$ cat src/rtl/argmax_classifier.sv
// -----------------------------------------------------------------------------
// argmax_classifier
//   Final stage of the BNN pipeline. Takes one output-neuron popcount per beat,
//   in class order 0..NUM_CLASSES-1, tracks the running maximum and presents
//   the winning class index once per frame on a valid/ready handshake.
//
//   Optional feature macro: ARGMAX_SCORE_EN
//     defined   -> out_score port exists and carries the winning popcount
//     undefined -> no out_score port and no score register
//
// Ports
//   clk          in   1         rising-edge clock
//   rst_n        in   1         asynchronous active-low reset
//   in_valid     in   1         popcount beat valid
//   in_ready     out  1         stage can accept a beat (ACCUM state)
//   in_popcount  in   THRESH_W  unsigned popcount of class = beat count
//   in_last      in   1         producer end-of-frame marker (checked only)
//   out_valid    out  1         class result valid (DONE state)
//   out_ready    in   1         consumer accepts result
//   out_class    out  IDX_W     index of the maximum popcount
//   frame_err    out  1         sticky: in_last disagreed with the beat count
//   out_score    out  THRESH_W  maximum popcount (ARGMAX_SCORE_EN only)
// -----------------------------------------------------------------------------
module argmax_classifier #(
  parameter  int NUM_CLASSES = 10,
  parameter  int THRESH_W    = 16,
  localparam int IDX_W       = $clog2(NUM_CLASSES)
) (
  input  logic                clk,
  input  logic                rst_n,
  input  logic                in_valid,
  output logic                in_ready,
  input  logic [THRESH_W-1:0] in_popcount,
  input  logic                in_last,
  output logic                out_valid,
  input  logic                out_ready,
  output logic [IDX_W-1:0]    out_class,
  output logic                frame_err
`ifdef ARGMAX_SCORE_EN
  ,
  output logic [THRESH_W-1:0] out_score
`endif
);

  typedef enum logic {
    ST_ACCUM = 1'b0,
    ST_DONE  = 1'b1
  } state_t;

  localparam logic [IDX_W-1:0] LAST_IDX = IDX_W'(NUM_CLASSES - 1);

  state_t                r_state;
  logic [IDX_W-1:0]      r_cnt;
  logic [IDX_W-1:0]      r_idx;
  logic [THRESH_W-1:0]   r_max;
  logic [IDX_W-1:0]      r_class;
  logic                  r_frame_err;
`ifdef ARGMAX_SCORE_EN
  logic [THRESH_W-1:0]   r_score;
`endif

  logic                  w_accept;
  logic                  w_final;
  logic [THRESH_W-1:0]   w_max_nxt;
  logic [IDX_W-1:0]      w_idx_nxt;

  // The first beat of a frame seeds the running max unconditionally, so the
  // previous frame's max can never leak into this one. Later beats replace it
  // only on a strict win, which keeps the lower index on ties.
  always_comb begin
    // NOTE: every always_comb output gets a default first so no latch is inferred.
    w_max_nxt = r_max;
    w_idx_nxt = r_idx;
    if (r_cnt == '0) begin
      w_max_nxt = in_popcount;
      w_idx_nxt = '0;
    end else if (in_popcount > r_max) begin
      w_max_nxt = in_popcount;
      w_idx_nxt = r_cnt;
    end
  end

  assign w_accept = in_valid && in_ready;
  assign w_final  = (r_cnt == LAST_IDX);

  // in_ready is gated by rst_n so the stage reports not-ready while held in reset.
  assign in_ready  = rst_n && (r_state == ST_ACCUM);
  assign out_valid = (r_state == ST_DONE);
  assign out_class = r_class;
  assign frame_err = r_frame_err;
`ifdef ARGMAX_SCORE_EN
  assign out_score = r_score;
`endif

  always_ff @(posedge clk or negedge rst_n) begin
    if (!rst_n) begin
      r_state     <= ST_ACCUM;
      r_cnt       <= '0;
      r_idx       <= '0;
      r_max       <= '0;
      r_class     <= '0;
      r_frame_err <= 1'b0;
`ifdef ARGMAX_SCORE_EN
      r_score     <= '0;
`endif
    end else begin
      // NOTE: sequential state uses non-blocking assignments so every register
      // samples pre-edge values regardless of statement order.
      case (r_state)
        ST_ACCUM: begin
          if (w_accept) begin
            r_max <= w_max_nxt;
            r_idx <= w_idx_nxt;
            // in_last is only cross-checked; the frame always ends by count.
            if (in_last != w_final) begin
              r_frame_err <= 1'b1;
            end
            if (w_final) begin
              r_cnt   <= '0;
              r_class <= w_idx_nxt;
`ifdef ARGMAX_SCORE_EN
              r_score <= w_max_nxt;
`endif
              r_state <= ST_DONE;
            end else begin
              r_cnt <= r_cnt + IDX_W'(1);
            end
          end
        end
        ST_DONE: begin
          // No bypass: in_ready returns only the cycle after the handshake.
          if (out_ready) begin
            r_state <= ST_ACCUM;
          end
        end
        default: r_state <= ST_ACCUM;
      endcase
    end
  end

endmodule

$ cat config.mk
export PLATFORM = sky130hd
export DESIGN_NAME = argmax_classifier
export DESIGN_NICKNAME = d
export VERILOG_FILES = /design/src/rtl/argmax_classifier.sv
export SDC_FILE = /design/constraint.sdc
export NUM_CORES = 1
export LEC_CHECK = 0
export ABC_AREA = 1
export ABC_CLOCK_PERIOD_IN_PS = 2000
export CORE_UTILIZATION = 52
export DETAILED_ROUTE_END_ITERATION = 8
export PLACE_DENSITY = 0.79
export SLEW_MARGIN = 20
export SYNTH_ARGS = -nofsm -noshare
export SYNTH_HDL_FRONTEND = slang
export SYNTH_SLANG_ARGS = --single-unit
export TNS_END_PERCENT = 20
$ cat constraint.sdc
create_clock -name clk -period 2 [get_ports clk]
set_input_delay 0.3 -clock clk [delete_from_list [all_inputs] [get_ports clk]]
set_output_delay 0.3 -clock clk [all_outputs]
set_load 0.005 [all_outputs]
==> results of run 1 <==
==> how the worst min path moves through the flow <==
stage	cells past startpoint	to	from	slack (ns)
after global routing	2	r_max[14]	rst_n	0.49
final	2	out_class[0]	rst_n	0.47
after floorplan	0	frame_err	rst_n	0.004
after global placement	2	r_max[5]	r_max[5]	0.46
after CTS	2	out_class[0]	rst_n	0.46
after detailed placement	2	r_max[5]	r_max[5]	0.46
==> cell type report <==
class | instances | area share (%)
clock inverters | 1 | 0.210
multi-input cells | 152 | 39.4
clock buffers | 7 | 2.31
inverters | 32 | 5.03
well taps | 46 | 2.41
flip-flops and latches | 30 | 31.5
repair buffers | 52 | 19.2
==> cells in the final DEF (no fill, tap or decap) <==
master | Yosys | final
nor2_1 | 7 | 7
o21ai_0 | 2 | 2
a21o_1 | 1 | 1
nand3_1 | 22 | 22
clkinv_2 | 0 | 1
ha_1 | 16 | 16
clkbuf_4 | 1 | 5
nand4_4 | 1 | 1
xor2_1 | 3 | 3
a21oi_1 | 6 | 5
o21bai_1 | 1 | 1
nand3_2 | 1 | 1
nand4_2 | 1 | 1
clkbuf_1 | 0 | 1
nand2_8 | 2 | 3
nor3_4 | 1 | 1
buf_4 | 1 | 25
inv_2 | 2 | 2
inv_1 | 30 | 30
a21oi_2 | 0 | 1
o22ai_1 | 1 | 1
a31oi_1 | 1 | 1
nand2_2 | 12 | 12
nor2_2 | 2 | 2
nand2_1 | 59 | 59
nor3_1 | 2 | 2
dfrtp_1 | 30 | 30
nand4_1 | 8 | 8
clkdlybuf4s50_1 | 0 | 27
clkbuf_8 | 0 | 1
o21ai_1 | 1 | 1
nand2_4 | 1 | 1
==> worst max-delay path: cells and delay by family <==
family,cells,cell delay [ns]
buf+inv,3,1.13
simple gates,1,0.12
==> cells by family after synthesis <==
family                   Yosys count  synth area share, %
AND/OR/NAND/NOR                  119                 33.8
buffers and inverters             36                 8.77
flip-flops                        30                 41.1
adder cells (fa/ha/maj)           16                 11.0
AO/OA/AOI/OAI                     13                 3.97
XOR/XNOR                           3                 1.44
==> layer usage <==
metal | track usage, % | vias to the layer above
met5 | 0 | -
met4 | 10.4 | 0
met3 | 6.72 | 6
met2 | 41.0 | 34
met1 | 28.0 | 750
li1 | - | 813
==> what timing repair did <==
item                       in CTS  in global routing
hold buffers                    0                  0
buffers inserted                0                  0
setup endpoints to repair       0                 10
gates resized for setup         0                  2
==> power by group through the flow <==
| stage | combinational [mW] | clock (mW) | sequential (mW) |
|---|---|---|---|
| after floorplan | 1.03 | 0 | 1.02 |
| after global placement | 1.36 | 0 | 1.05 |
| after detailed placement | 1.42 | 0 | 1.05 |
| after CTS | 1.43 | 0.381 | 1.04 |
| after global routing | 1.70 | 0.406 | 1.07 |
| final | 1.47 | 0.374 | 1.04 |
==> sequential cells by signal (all words and copies together) (netlist names) <==
name / flops
r_idx: 4
r_cnt: 4
frame_err: 1
r_max: 16
out_valid: 1
out_class: 4
==> metrics by stage <==
step,power [mW],setup TNS [ns]
4_1_cts,2.85,0
5_1_grt,3.18,0
3_3_place_gp,2.41,-3.59
3_5_place_dp,2.47,-4.56
6_report,2.89,0
2_1_floorplan,2.05,0
==> metrics.md, run 1 <==
| Metric | Value |
|---|---|
| Total Wirelength | `3840 µm` |
| Number of global-route vias before repair | `between 1500 and 2000` |
| Critical Path AT | `around 1.5 ns` |
| IO Pins | `28` |
| Root buf cell | `clkbuf_4` |
| Drt wl/cell | `12.0 µm` |
| Sequential area share after synthesis | `41.1%` |
| DR DRC count | `0` |
| Hold/Removal Path Class | `primary input to asynchronous set/reset pin` |
| CTS clk-pin slew, worst paths | `0.10 ns` |
| Antenna cells | `0` |
| First-pass GRT wire length | `6420 µm` |
| Synthesis-to-finish area growth | `30.6%` |
| Synth warn | `0` |
| Placed insts | `311` |
| Largest net degree at the start of global routing | `31` |
| Rel. slew slack | `74.7%` |
| Share of layout cells above drive strength 1 | `a little over a fifth` |
| Area leader, netlist | `dfrtp_1` |
| CTS buffer count | `5` |
| Clock Latency Late Sink | `roughly 0.33 ns` |
| Final Skew | `0.0146 ns` |
| Sequential Power Share | `36.2%` |
| Synth unique cells | `29` |
| Initial antenna violation count | `0` |
| Sw Ratio | `42.7%` |
| Final setup fails | `0` |
| Post-synth ARST share | `between 90% and 100%` |
| Row count | `21` |
| Die footprint | `3750 µm²` |
| Multi-input gate area | `roughly 940 µm²` |
| Leak | `1.24 nW` |
| Dpl hpwl | `about 2900 µm` |
| H-tree Lvls | `2` |
| R2R depth | `11` |
| Met2 WL | `1910 µm` |
| Final Cell Area | `2390 µm²` |
| Synth Instances | `217` |
| Register area | `751 µm²` |
| Cells along the critical path | `clkdlybuf4s50_1 -> inv_1 -> nor2_1 -> clkdlybuf4s50_1` |
| WL met1 | `1740 µm` |
| Status | `complete, no violations` |
| Final Non-Filler Cells | `320` |
| Largest cells by area after synthesis | `dfrtp_1, nand2_1, ha_1` |
| Pint | `between 1.5 and 2 mW` |
| Vert. Die Dim | `between 60 and 70 µm` |
| Detailed-router iteration count before antenna repair | `4` |
| Synth Register Bits | `30` |
| Worst path slowest cell | `clkdlybuf4s50_1` |
| Worst VDD drop | `0.665 mV` |
| Routed Antenna Nets | `0` |
| DIE WIDTH | `61.3 µm` |
| Gr usage total | `roughly a quarter` |
| Top Metal Used | `met4` |
| CP Data Required Time | `1.70 ns` |
| Gp weighted congestion | `0.748` |
| Main synth FF type | `dfrtp_1` |
| Vias | `between 1500 and 2000` |
| Max cap viols | `0` |
| CP Capture Type | `primary output` |
| Reg-to-reg endpoint | `out_class[2]` |
| Post-DP Area | `2300 µm²` |
| Starting Density | `54.3%` |
| Unrepaired setup endpoints after global routing | `false` |
| Initial drt markers | `70` |
| WHS | `0.471 ns` |
| Number of flops mapped to enable cells by yosys | `0` |
| Final worst slack | `between 0.15 and 0.2 ns` |
| PwrDens | `1210 nW/µm²` |
| WL met3 | `between 150 and 200 µm` |
| Syn_nets | `254` |
| Cell area after synthesis | `1830 µm²` |
| Buffers on Ports | `27` |
| Average size of a mapped cell | `8.42 µm²` |
| CTS sink cnt | `30` |
| Crit Path Class | `primary input to primary output` |
| Worst path most repeated cell | `clkdlybuf4s50_1` |
| Vias/cell | `5.01` |
| Net switching power | `around 1.2 mW` |
| Util after Layout | `70.9%` |
| Startpoint types | `primary input` |
| Clock Power Share | `13.0%` |
| Final count of pins violating max slew | `0` |
| R2R Setup Slk | `0.18 ns` |
| Max stage delay on crit path | `0.54 ns` |
| Fillers | `277` |
| CTS tree | `done` |
| CP Launch Point | `rst_n` |
| F_max | `around 0.54 GHz` |
| Commonest cells post-synth | `nand2_1, dfrtp_1, inv_1` |
| Count of final hold-check violations | `0` |
| Count leader, synth | `nand2_1` |
| Post-layout min period | `1.84 ns` |
| Crit path to | `in_ready` |
| Share of the synthesized area in the top cell type | `around 41%` |
| CTS max path bufs | `2` |
| Critical R2R Launch | `r_max[11]` |
| Dpl ws | `-0.228 ns` |
| Comb power frac | `between 50% and 60%` |
| Final worst-path cycle share | `92.2%` |
| Final nets | `a little over 300` |
| Tightest Pin Transition | `0.379 ns` |
| Total gr overflow | `0` |
| CP Max Fanout | `2` |
| Core area | `3360 µm²` |
No activity file was read; power rests on OpenSTA's default activity.
==> run 2, diff against run 1 <==
- CORE_UTILIZATION: 52 -> 39
- GPL_TIMING_DRIVEN: not set -> 0
- PLACE_DENSITY: 0.79 -> 0.63
==> run 2 against run 1 <==
Compared with the run above: setup slack got worse by 0.011 ns; critical path type is now primary input to register; the flow now finishes with violations (negative hold slack); wire length fell by 6.4%; power rose by 15%; final area rose by 0.84%; global-route usage fell by 7.8 points; core utilization fell by 16 points; clock power rose by 100%.
==> metrics.md, run 2 (synthesis gave the netlist of run 1 again) <==
| Metric | Value |
|---|---|
| Cells along the critical path | `clkdlybuf4s50_1 -> ha_1 -> nand2_1 -> nor2_1 -> nor2_1 -> nand2_1 -> nand2_1 -> nand2_2 -> nand2_4 -> nand2_8 -> buf_4 -> nand3_1 -> nand2_1` |
| Net switching power | `1.25 mW (+1.0%)` |
| WP buf/inv | `2 (-1)` |
| CTS tree | `done` |
| Final worst-path cycle share | `92.7% (+0.53 points)` |
| Clock Power Share | `23.1% (+10 points)` |
| Setup TNS | `0 ns (unchanged)` |
| R2R depth | `11 (unchanged)` |
| Initial drt markers | `68 (-2.9%)` |
| Post-layout min period | `1.85 ns (+0.0106 ns)` |
| Worst path slowest cell | `clkdlybuf4s50_1` |
| WL met3 | `157 µm (+4.0%)` |
| Dpl hpwl | `2530 µm (-11%)` |
| Util after Layout | `54.5% (-16 points)` |
| Status | `finished with violations` |
| Total gr overflow | `0 (unchanged)` |
| Share of layout cells above drive strength 1 | `18.0% (-2.8 points)` |
| Number of global-route vias before repair | `1425 (-11%)` |
| CTS sink cnt | `30 (unchanged)` |
| Vias | `1451 (-9.5%)` |
| CTS clk-pin slew, worst paths | `0.06 ns (-0.04 ns)` |
| Leak | `1.24 nW (+0.20%)` |
| Max stage delay on crit path | `0.43 ns (-0.11 ns)` |
| Detailed-router iteration count before antenna repair | `4 (unchanged)` |
| Starting Density | `41.4% (-13 points)` |
| First-pass GRT wire length | `6150 µm (-4.3%)` |
| Final nets | `291 (-6.1%)` |
| Routed Antenna Nets | `0 (unchanged)` |
| Die footprint | `4960 µm² (+32%)` |
| Sw Ratio | `37.7% (-5.1 points)` |
| IO Pins | `28 (unchanged)` |
| WHS | `-0.0226 ns (-0.493 ns)` |
| Met2 WL | `1610 µm (-15%)` |
| Crit-path leading delay family | `simple AND/OR/NAND/NOR gates` |
| Final setup fails | `0 (unchanged)` |
| Hold/Removal Path Class | `primary input to asynchronous set/reset pin` |
| Critical Path AT | `2.02 ns (+0.48 ns)` |
| F_max | `0.539 GHz (-0.57%)` |
| Worst VDD drop | `0.576 mV (-13%)` |
| CP Max Fanout | `10 (+8)` |
| CP Data Required Time | `2.17 ns (+0.47 ns)` |
| CTS buffer count | `5 (unchanged)` |
| Startpoint types | `primary input` |
| Overall power | `3.31 mW (+15%)` |
| Number of flip-flops in the largest register | `16 (unchanged)` |
| Most common cell after layout, fill and taps aside | `nand2_1` |
| Comb power frac | `45.7% (-5.2 points)` |
| Row count | `24 (+14%)` |
| Sequential Power Share | `31.2% (-5.0 points)` |
| Gr usage total | `16.1% (-7.8 points)` |
| Vert. Die Dim | `70.4 µm (+15%)` |
| Final Non-Filler Cells | `307 (-4.1%)` |
| Most frequent cells in the layout | `nand2_1, dfrtp_1, inv_1` |
| Core area | `4410 µm² (+31%)` |
| Vias/cell | `4.73 (-5.6%)` |
| Count of final hold-check violations | `30 (+30)` |
| CTS Hold Bufs | `0 (unchanged)` |
| Pint | `2.06 mW (+25%)` |
| Crit Path Class | `primary input to register` |
| Failing checks | `negative hold slack` |
| H-tree Lvls | `2 (unchanged)` |
| Largest net degree at the start of global routing | `32 (+3.2%)` |
| Final Skew | `0.00404 ns (-0.0105 ns)` |
| Drt wl/cell | `11.7 µm (-2.5%)` |
| Tightest Pin Transition | `0.433 ns (+0.0540 ns)` |
| CTS max path bufs | `2 (unchanged)` |
| Largest Register | `r_max` |
| Worst path most repeated cell | `nand2_1` |
| Gp weighted congestion | `0.814 (+8.9%)` |
| WL met1 | `1780 µm (+2.4%)` |
| Clock Latency Late Sink | `0.28 ns (-0.05 ns)` |
| Final count of pins violating max slew | `0 (unchanged)` |
| Crit. path cell count | `13 (+9)` |
| DR DRC count | `0 (unchanged)` |
| Placed insts | `296 (-4.8%)` |
| Initial antenna violation count | `0 (unchanged)` |
| Top Metal Used | `met4` |
| Rel. slew slack | `71.1% (-3.6 points)` |
| Buffers on Ports | `27 (unchanged)` |
| Synthesis-to-finish area growth | `31.7%` |
| CP Capture Type | `register` |
| PwrDens | `1380 nW/µm² (+14%)` |
| Root buf cell | `clkbuf_8` |
| Max cap viols | `0 (unchanged)` |
| DIE WIDTH | `70.4 µm (+15%)` |
| Fillers | `390 (+41%)` |
| Antenna cells | `0 (unchanged)` |
| Unrepaired setup endpoints after global routing | `false` |
| Total Wirelength | `3590 µm (-6.4%)` |
run 2: what timing repair did:
action	4_1_cts	5_1_grt
pin swaps	0	10
setup endpoints to repair	10	27
setup buffers	0	4
resized for setup	2	14
gates cloned	0	0
hold endpoints to repair	0	0
run 2: power groups by stage:
stage / sequential, mW / clock [mW] / combinational, mW
6_report: 1.03 / 0.766 / 1.51
5_1_grt: 1.07 / 0.815 / 1.73
4_1_cts: 1.03 / 0.785 / 1.41
3_5_place_dp: 1.04 / 0 / 1.39
2_1_floorplan: 1.02 / 0 / 1.03
3_3_place_gp: 1.03 / 0 / 1.36
run 2: worst paths after layout:
check / slack [ns] / end / startpoint
min: -0.02 / r_max[9] / rst_n
min reg2reg: 0.47 / frame_err / frame_err
max reg2reg: 0.18 / r_max[10] / r_max[8]
max: 0.15 / r_max[13] / in_popcount[7]
min in group clk: 0.32 / r_max[8] / in_popcount[8]
max in group asynchronous: 1.71 / r_max[0] / rst_n
run 2: area by class of cell:
type                    instances  area, µm²  share of cell area [%]
well taps                      52       65.1                    2.70
clock inverters                 2       60.1                    2.50
repair buffers                 31        313                    13.0
flip-flops and latches         30        751                    31.2
clock buffers                   6       82.6                    3.43
inverters                      32        120                    4.99
plain buffers                   3       20.0                   0.832
multi-input cells             151        995                    41.3
run 2: metal layers:
| layer | up-vias | track usage, % |
|---|---|---|
| met3 | 4 | 4.91 |
| met1 | 647 | 20.7 |
| met2 | 28 | 25.2 |
| met5 | - | 0 |
| met4 | 0 | 6.67 |
| li1 | 772 | - |
run 2: metrics by stage:
stage	hold WS, ns	area, µm²	setup WS, ns
floorplan	0.00441	1830	0.292
global placement	0.455	2160	-1.11
detailed placement	0.403	2160	-0.366
CTS	0.0889	2320	0.0101
global route	0.00253	2410	0.0108
finish	-0.0226	2410	0.146
==> run 3, diff against run 2 <==
- CORE_UTILIZATION: 39 -> 28
- PLACE_DENSITY: 0.63 -> 0.49
==> run 3 against run 2 <==
Compared with the run above: critical path type unchanged; global-route usage down 2.9 points; via count increased by 1.9%; the run now ends clean; critical path depth rose by 1.
==> metrics.md, run 3 (synthesis gave the netlist of run 1 again) <==
| Metric | Value |
|---|---|
| Status | `complete, no violations` |
| Startpoint types | `primary input` |
| First-pass GRT wire length | `6620 µm (+7.6%)` |
| DR DRC count | `0 (unchanged)` |
| CTS max path bufs | `2 (unchanged)` |
| Setup TNS | `0 ns (unchanged)` |
| CP Data Required Time | `2.18 ns (about the same)` |
| Final count of pins violating max slew | `0 (unchanged)` |
| Final worst slack | `0.0536 ns (-0.0921 ns)` |
| Drt wl/cell | `11.6 µm (-0.89%)` |
| Number of flip-flops in the largest register | `16 (unchanged)` |
| Starting Density | `28.9% (-12 points)` |
| Met2 usage | `20.8% (-4.4 points)` |
| Vias/cell | `4.43 (-6.3%)` |
| Dpl hpwl | `2720 µm (+7.5%)` |
| GRT met3 Usage | `3.28% (-1.6 points)` |
| Buffers on Ports | `27 (unchanged)` |
| Most common cell after layout, fill and taps aside | `nand2_1` |
| Row count | `29 (+21%)` |
| GR peak layer | `met2` |
| Gr usage total | `13.2% (-2.9 points)` |
| Largest Register | `r_max` |
| Worst VDD drop | `0.562 mV (-2.5%)` |
| CP Capture Type | `register` |
| CTS clk-pin slew, worst paths | `0.07 ns (about the same)` |
| Final nets | `294 (+1.0%)` |
| Total gr overflow | `0 (unchanged)` |
| Critical Path AT | `2.13 ns (+0.11 ns)` |
| Leak | `1.23 nW (-0.88%)` |
| Dpl ws | `-0.333 ns (+0.0328 ns)` |
| Multi-input gate area | `1020 µm² (+2.4%)` |
| Crit Path Class | `primary input to register` |
| Core area | `6310 µm² (+43%)` |
| F_max | `0.514 GHz (-4.7%)` |
| Max cap viols | `0 (unchanged)` |
| Root buf cell | `clkbuf_8` |
| Tightest Pin Transition | `0.556 ns (+0.122 ns)` |
| Synthesis-to-finish area growth | `35.5%` |
| CTS tree | `done` |
| Hold/Removal Path Class | `primary input to asynchronous set/reset pin` |
| Most frequent cells in the layout | `nand2_1, dfrtp_1, inv_1` |
| Rel. slew slack | `62.8% (-8.3 points)` |
| Final Skew | `0.0100 ns (+0.00595 ns)` |
| PwrDens | `1260 nW/µm² (-8.4%)` |
| Final worst-path cycle share | `97.3% (+4.6 points)` |
| Antenna cells | `0 (unchanged)` |
| Initial drt markers | `62 (-8.8%)` |
| CTS sink cnt | `30 (unchanged)` |
| H-tree Lvls | `2 (unchanged)` |
| Detailed-router iteration count before antenna repair | `4 (unchanged)` |
| Post-layout min period | `1.95 ns (+0.0921 ns)` |
| Gp weighted congestion | `0.745 (-8.5%)` |
| IO Pins | `28 (unchanged)` |
| CP Max Fanout | `6 (-4)` |
| Share of layout cells above drive strength 1 | `21.0% (+3.0 points)` |
| Global-route met1 utilization | `16.8% (-3.9 points)` |
| Initial antenna violation count | `0 (unchanged)` |
| Total Wirelength | `3870 µm (+7.8%)` |
| Vias | `1479 (+1.9%)` |
| Register area | `751 µm² (unchanged)` |
| Die footprint | `6850 µm² (+38%)` |
| Clock Latency Late Sink | `0.28 ns (about the same)` |
| R2R depth | `15 (+4)` |
| Unrepaired setup endpoints after global routing | `true` |
| Util after Layout | `39.2% (-15 points)` |
| Routed Antenna Nets | `0 (unchanged)` |
| Count of final hold-check violations | `0 (-100%)` |
| DIE WIDTH | `82.8 µm (+18%)` |
| Number of global-route vias before repair | `1470 (+3.2%)` |
| Overall power | `3.12 mW (-5.7%)` |
| Largest net degree at the start of global routing | `19 (-41%)` |
| CTS buffer count | `5 (unchanged)` |
| Vert. Die Dim | `82.8 µm (+18%)` |
| Fillers | `677 (+74%)` |
| Final setup fails | `0 (unchanged)` |
| WHS | `0.0256 ns (+0.0482 ns)` |
==> run 3: path summary, 6_finish.rpt <==
path                                startpoint  slack, ns   endpoint
worst min register to register        r_max[5]       0.47   r_max[5]
worst max-delay path            in_popcount[7]       0.05   r_max[7]
worst max register to register        r_max[3]       0.10  r_max[14]
worst min-delay path                     rst_n       0.03  r_max[11]
max in group asynchronous                rst_n       0.97   r_cnt[3]
min in group clk                in_popcount[8]       0.34   r_max[8]
==> run 3: metal layers <==
layer  up-vias  part of all wire (%)
li1        775                     -
met1       672                    50
met2        24                    44
met3         8                   4.0
met4         0                   1.8
met5         -                     0
==> run 3: timing repair <==
item | 4_1_cts | 5_1_grt
hold buffers | 1 | 0
endpoints found under the hold margin | 12 | 0
resized for setup | 1 | 21
buffers inserted | 0 | 3
pin swaps | 0 | 11
cloned | 0 | 1
endpoints found under the setup margin | 10 | 12
==> run 3: area by class of cell <==
class / instances / share of cell area [%]
plain buffers: 4 / 1.62
clock buffers: 7 / 3.08
inverters: 32 / 4.85
multi-input cells: 151 / 41.2
flip-flops and latches: 30 / 30.3
well taps: 77 / 3.89
repair buffers: 33 / 15.1
==> run 3: critical path: stages <==
cell and delay, ns:
clkdlybuf4s50_1 0.43, ha_1 0.31, nand2_1 0.08, nor2_2 0.15, nand2_1 0.07, nand2_1 0.05
nand2_1 0.06, nand2_2 0.12, nand2_4 0.10, nand2_8 0.10, nand2_8 0.08, clkbuf_16 0.17
nand2_2 0.05, nand2_1 0.04
==> run 3: power breakdown <==
group	leakage, nW	internal [mW]	switching, mW
clock network	0.0383	0.239	0.221
logic	0.817	0.733	0.883
registers	0.372	0.877	0.169
==> run 3: stage by stage <==
| step | area, µm² | std cells |
|---|---|---|
| after floorplan | 1830 | 217 |
| after global placement | 2190 | 321 |
| after detailed placement | 2220 | 322 |
| after CTS | 2310 | 330 |
| after global routing | 2470 | 334 |
| final | 2470 | 334 |
